==> src/rtl/z_scan_gen.sv <==
// rtl/z_scan_gen.sv - block scan-order address generator (raster, Morton/Z, zigzag)
// Optional macro Z_SCAN_XY_EN adds registered zx/zy coordinate outputs.
module z_scan_gen #(
   parameter int LOG2_DIM = 3,
   parameter int ZW       = 2*LOG2_DIM
) (
   input  logic          clk,
   input  logic          rst_n,
   input  logic          sob,
   input  logic [1:0]    mode,
   input  logic          zid_rdy,
   output logic [ZW-1:0] zid,
   output logic          zid_vld,
   output logic          eob,
   output logic          busy
`ifdef Z_SCAN_XY_EN
   ,
   output logic [LOG2_DIM-1:0] zx,
   output logic [LOG2_DIM-1:0] zy
`endif
);

   localparam int L = LOG2_DIM;
   localparam logic [ZW-1:0] LAST = '1;
   localparam logic [L-1:0]  EDGE = '1;

   typedef enum logic {IDLE, SCAN} state_t;

   state_t        state, state_d;
   logic [1:0]    mode_q, mode_d;
   logic [ZW-1:0] k, k_d, k_inc;
   logic [ZW-1:0] zid_d, morton_nxt, zig_nxt;
   logic          dir_up, dir_d, zig_dir_nxt;
   logic          vld_d, eob_d, busy_d;
   logic          accept, last;
   logic [L-1:0]  cur_x, cur_y, nx, ny;

   assign accept = zid_vld & zid_rdy;
   assign last   = (k == LAST);
   assign k_inc  = k + ZW'(1);
   assign cur_x  = zid[L-1:0];
   assign cur_y  = zid[ZW-1:L];

   // Morton: de-interleave the element index, bit 0 goes to x
   always_comb begin
      morton_nxt = '0;
      for (int i = 0; i < L; i++) begin
         morton_nxt[i]   = k_inc[2*i];
         morton_nxt[L+i] = k_inc[2*i+1];
      end
   end

   // Zigzag walks from the current {y,x}; edge tests come before the diagonal step
   always_comb begin
      nx          = cur_x;
      ny          = cur_y;
      zig_dir_nxt = dir_up;
      if (dir_up) begin
         if (cur_x == EDGE) begin
            ny          = cur_y + L'(1);
            zig_dir_nxt = 1'b0;
         end else if (cur_y == '0) begin
            nx          = cur_x + L'(1);
            zig_dir_nxt = 1'b0;
         end else begin
            nx = cur_x + L'(1);
            ny = cur_y - L'(1);
         end
      end else begin
         if (cur_y == EDGE) begin
            nx          = cur_x + L'(1);
            zig_dir_nxt = 1'b1;
         end else if (cur_x == '0) begin
            ny          = cur_y + L'(1);
            zig_dir_nxt = 1'b1;
         end else begin
            nx = cur_x - L'(1);
            ny = cur_y + L'(1);
         end
      end
      zig_nxt = {ny, nx};
   end

   always_comb begin
      state_d = state;
      mode_d  = mode_q;
      k_d     = k;
      zid_d   = zid;
      dir_d   = dir_up;
      vld_d   = zid_vld;
      eob_d   = eob;
      busy_d  = busy;
      if (sob) begin
         // sob always wins: starts a block from IDLE, aborts or chains from SCAN
         state_d = SCAN;
         mode_d  = mode;
         k_d     = '0;
         zid_d   = '0;
         dir_d   = 1'b1;
         vld_d   = 1'b1;
         eob_d   = 1'b0;
         busy_d  = 1'b1;
      end else begin
         case (state)
            IDLE: begin
               vld_d  = 1'b0;
               eob_d  = 1'b0;
               busy_d = 1'b0;
            end
            SCAN: begin
               if (accept) begin
                  if (last) begin
                     state_d = IDLE;
                     vld_d   = 1'b0;
                     eob_d   = 1'b0;
                     busy_d  = 1'b0;
                  end else begin
                     k_d   = k_inc;
                     eob_d = (k_inc == LAST);
                     case (mode_q)
                        2'd1: zid_d = morton_nxt;
                        2'd2: begin
                           zid_d = zig_nxt;
                           dir_d = zig_dir_nxt;
                        end
                        default: zid_d = k_inc;
                     endcase
                  end
               end
            end
            default: state_d = IDLE;
         endcase
      end
   end

   always_ff @(posedge clk or negedge rst_n) begin
      if (!rst_n) begin
         state   <= IDLE;
         mode_q  <= 2'd0;
         k       <= '0;
         zid     <= '0;
         dir_up  <= 1'b1;
         zid_vld <= 1'b0;
         eob     <= 1'b0;
         busy    <= 1'b0;
      end else begin
         state   <= state_d;
         mode_q  <= mode_d;
         k       <= k_d;
         zid     <= zid_d;
         dir_up  <= dir_d;
         zid_vld <= vld_d;
         eob     <= eob_d;
         busy    <= busy_d;
      end
   end

`ifdef Z_SCAN_XY_EN
   always_ff @(posedge clk or negedge rst_n) begin
      if (!rst_n) begin
         zx <= '0;
         zy <= '0;
      end else begin
         zx <= zid_d[L-1:0];
         zy <= zid_d[ZW-1:L];
      end
   end
`endif

endmodule
==> config.mk <==
export PLATFORM = sky130hd
export DESIGN_NAME = z_scan_gen
export DESIGN_NICKNAME = d
export VERILOG_FILES = /design/src/rtl/z_scan_gen.sv
export SDC_FILE = /design/constraint.sdc
export NUM_CORES = 1
export LEC_CHECK = 0
export CORE_AREA = 10 10 70 72
export CTS_BUF_LIST = sky130_fd_sc_hd__clkbuf_8
export DETAILED_ROUTE_END_ITERATION = 10
export DIE_AREA = 0 0 80 82
export GPL_ROUTABILITY_DRIVEN = 0
export PLACE_DENSITY = 0.56
export SETUP_SLACK_MARGIN = 0.15
export SYNTH_ARGS = -nofsm -noshare
export SYNTH_HDL_FRONTEND = slang
export SYNTH_SLANG_ARGS = --single-unit
==> constraint.sdc <==
create_clock -name clk -period 2.1 [get_ports clk]
set_input_delay 0.63 -clock clk [delete_from_list [all_inputs] [get_ports clk]]
set_output_delay 0.63 -clock clk [all_outputs]
set_load 0.005 [all_outputs]
==> key figures <==
Critical path
  • Slowest CP cell: clkdlybuf4s50_1
  • WP data arrival: 1.25 ns
  • Crit path launch type: flop
  • CP Buf/Inv Count: 1
  • Slowest Stage Delay on Critical Path: roughly 0.55 ns
  • Critical Path End Type: primary output
  • Worst Path Required: between 1 and 1.5 ns
  • Critical R2R Launch: zid[3]
  • R2R setup slack: 0.22 ns
  • Critical path origin: zid[5]
  • Delay-heaviest family, CP: buffers and inverters
  • CP max FO: 6
  • CP Cell Sequence: clkdlybuf4s50_1
  • Setup CP Type: reg -> out

Timing
  • Final Hold Fails: 0
  • Worst slew pin tran: ~0.46 ns
  • Clk_skew: 0.007517 ns
  • Fin. max-slew vios: 0
  • Max Clock Freq: 531.3 MHz
  • Fin crit period: between 1.5 and 2 ns
  • Unrepaired setup endpoints after global routing: yes
  • Worst slew margin: 69.24%
  • Min setup slack post-route: 0.2179 ns
  • Tcrit/Tclk final: 89.62%
  • Final setup fails: 0

Layout
  • Layout cells sized above 1: 15.85%
  • Nets@finish: 183
  • Layout Area Growth over Synthesis: 20.54%
  • FILL cells: 348
  • Antenna diodes: 0
  • Design area: 1630 um^2
  • Non-Filler Instances: 212

Clock network
  • Bufs on Longest Clock Path: 2
  • CTS tree: yes
  • Worst-Skew Late Latency: 0.26 ns
  • Num CTS Buffers: 3
  • Depth of the CTS H-tree: 1
  • Clock sink count: 18
  • Clock transition at the registers of the reported paths: 0.07 ns
  • Clk root buf: clkbuf_8

Power and ir drop
  • Comb pwr share: 26.7%
  • Worst vdd ir: between 0.3 and 0.4 mV
  • Leakage: 0.6420 nW
  • Psw: 0.2801 mW
  • Sequential cell fraction of total power: 42.5%
  • Internal power: approximately 0.65 mW
  • PwrDens: 572.3 nW/um^2
  • Clock Power Share: 30.8%
  • Switching share of power: 30.02%

Route
  • Per-cell routed wire length: 15.25 um
  • DRC errors left: 0
  • Vias: roughly 1,200
  • Routed Antenna Nets: 0
  • Vias per cell: 5.505
  • DR pass1 iterations: 4
  • Final WL: 3234 um
  • Iteration-0 DRC Markers: 79

GRT
  • Initial antenna violation count: 0
  • Total gr overflow: 0
  • GRT Resource Usage Total: 10.35%
  • Largest net degree at the start of global routing: 17
  • Global-route wire length before repair: between 5000 and 6000 um
  • Vias in the first global route: roughly 1,200

Synth
  • Syn avg cell area: 9.201 um^2
  • Synth cell types: 45
  • Cell count after synthesis: 147
  • Yosys warning count: 0
  • Post-Syn Area: 1353 um^2
  • Yosys reg bits: 18
  • Seq/Total Area, Yosys: 33.40%
  • Net Count, Synth: between 150 and 200

Hold path
  • Hold Crit Start: busy
  • Hold/Removal Path Class: reg -> reg

Placement
  • Pre-CTS WS: -0.02761 ns
  • Placed Area: approximately 1600 um^2
  • Port Buffer Count: 14
  • HPWL after DPL: between 2000 and 2500 um
  • DP Cell Count: 207

Floorplan
  • # IOs: 15
  • Rows: 22
  • Initial core utilization: a little under two fifths
  • Chip height: 82 um
  • Core box area: 3578 um^2
  • Die Width: 80 um
  • Die ar.: 6560 um^2

Job
  • Max-cap viol count: 0

Outcome
  • Outcome: complete, no violations
## through the flow
stage          power [mW]  hold WS, ns  utilization (%)  setup TNS, ns
6_report           0.9330       0.5755            45.56              0
5_1_grt            0.9894       0.6333            45.56              0
4_1_cts            0.9391       0.5782            45.17              0
3_5_place_dp       0.6449       0.5638            43.43       -0.04660
3_3_place_gp       0.6407       0.5622            43.43              0
2_1_floorplan      0.5562       0.3344                -              0
## power groups by stage
| stage | clock network [mW] | logic (mW) | registers (mW) |
|---|---|---|---|
| after floorplan | 0 | 0.161 | 0.396 |
| after global placement | 0 | 0.237 | 0.403 |
| after detailed placement | 0 | 0.242 | 0.403 |
| after CTS | 0.297 | 0.247 | 0.396 |
| after global routing | 0.311 | 0.278 | 0.400 |
| final | 0.288 | 0.249 | 0.397 |
## routing by layer
| metal | share of wire, % | wire length [um] | GRT usage, % |
|---|---|---|---|
| met3 | 5.3 | 172 | 2.729 |
| met1 | 44 | 1429 | 12.50 |
| met5 | 0 | 0 | 0 |
| met4 | 0.99 | 32 | 2.817 |
| met2 | 49 | 1600 | 17.74 |
## path summary, 6_finish.rpt
path                            cells after the start      to
worst max-delay path                                1  zid[5]
worst min-delay path                                1    busy
worst max register to register                      6  zid[2]
worst min register to register                      1    busy
max in group asynchronous                           2  zid[3]
min in group asynchronous                           1    k[2]
## cell families after synthesis
kind of cell	synth area share, %
adder cells (fa/ha/maj)	11.10
buffers and inverters	6.475
XOR/XNOR	5.828
flip-flops	33.40
AO/OA/AOI/OAI	22.76
multiplexers	0.7401
AND/OR/NAND/NOR	19.71
## what timing repair did
action / 4_1_cts / 5_1_grt
resized for setup: 0 / 5
pin swaps: 0 / 3
hold buffers: 0 / 0
setup endpoints to repair: 1 / 3
setup buffers: 1 / 0
## synthesized netlist by cell type, drive strengths merged
cell      n  share of area, %
a311oi    2               1.3
o32ai     3               1.9
nand3b    1              0.56
a21bo     1              0.74
inv      13               3.6
or4       1              0.56
o211ai    1              0.56
and2      1              0.46
a2111o    1              0.83
nor2     10               2.8
o21a      3               1.7
clkbuf    4               1.1
and4      1              0.83
or3b      1              0.65
o22ai     4               1.8
o2111ai   1              0.65
o22a      1              0.74
or3       1              0.56
nor4b     3               1.9
xnor2     6               3.9
xor2      3               1.9
dfstp     1               1.9
a2111oi   1               2.0
a31oi     1               1.6
a221oi    2               1.3
nand2b    3               1.4
mux2i     1              0.74
nor4      1              0.46
nor3      4               1.5
a21oi     9               3.3
nand3     9               3.7
dfrtp    17                31
buf       3               1.8
o31ai     2               1.1
and3      3               1.9
o21ai     6               2.5
ha       12                11
nand2     9               2.5
a211o     1              0.65
## placed cells by master (no fill, tap or decap), types with 3 or more instances in the layout
master / synthesis / routed
dfrtp_1: 17 / 16
clkdlybuf4s50_1: 0 / 14
inv_1: 13 / 13
nor2_1: 10 / 10
ha_1: 12 / 10
nand2_1: 9 / 9
nand3_1: 8 / 8
a21oi_1: 9 / 8
xnor2_1: 6 / 6
buf_4: 1 / 6
o22ai_1: 4 / 4
o21ai_0: 5 / 4
nor3_1: 4 / 4
clkbuf_8: 0 / 4
o21a_1: 3 / 3
nand2b_1: 3 / 3
o32ai_1: 3 / 3
xor2_1: 3 / 3
## cell type report
| class | instances | area (um^2) | area share, % |
|---|---|---|---|
| Timing Repair Buffer | 20 | 185.2 | 11.36 |
| Multi-Input combinational cell | 109 | 828.3 | 50.81 |
| Clock buffer | 4 | 55.05 | 3.377 |
| Inverter | 13 | 48.80 | 2.993 |
| Sequential cell | 18 | 452.9 | 27.78 |
| Tap cell | 48 | 60.06 | 3.684 |
## registers in the layout, indices dropped and copies added, names as in the netlist
| register | count |
|---|---|
| busy | 1 |
| eob | 1 |
| k | 6 |
| state | 1 |
| zid | 6 |
| dir_up | 1 |
| mode_q | 2 |
Note: power is estimated with default switching activity, not from simulation.
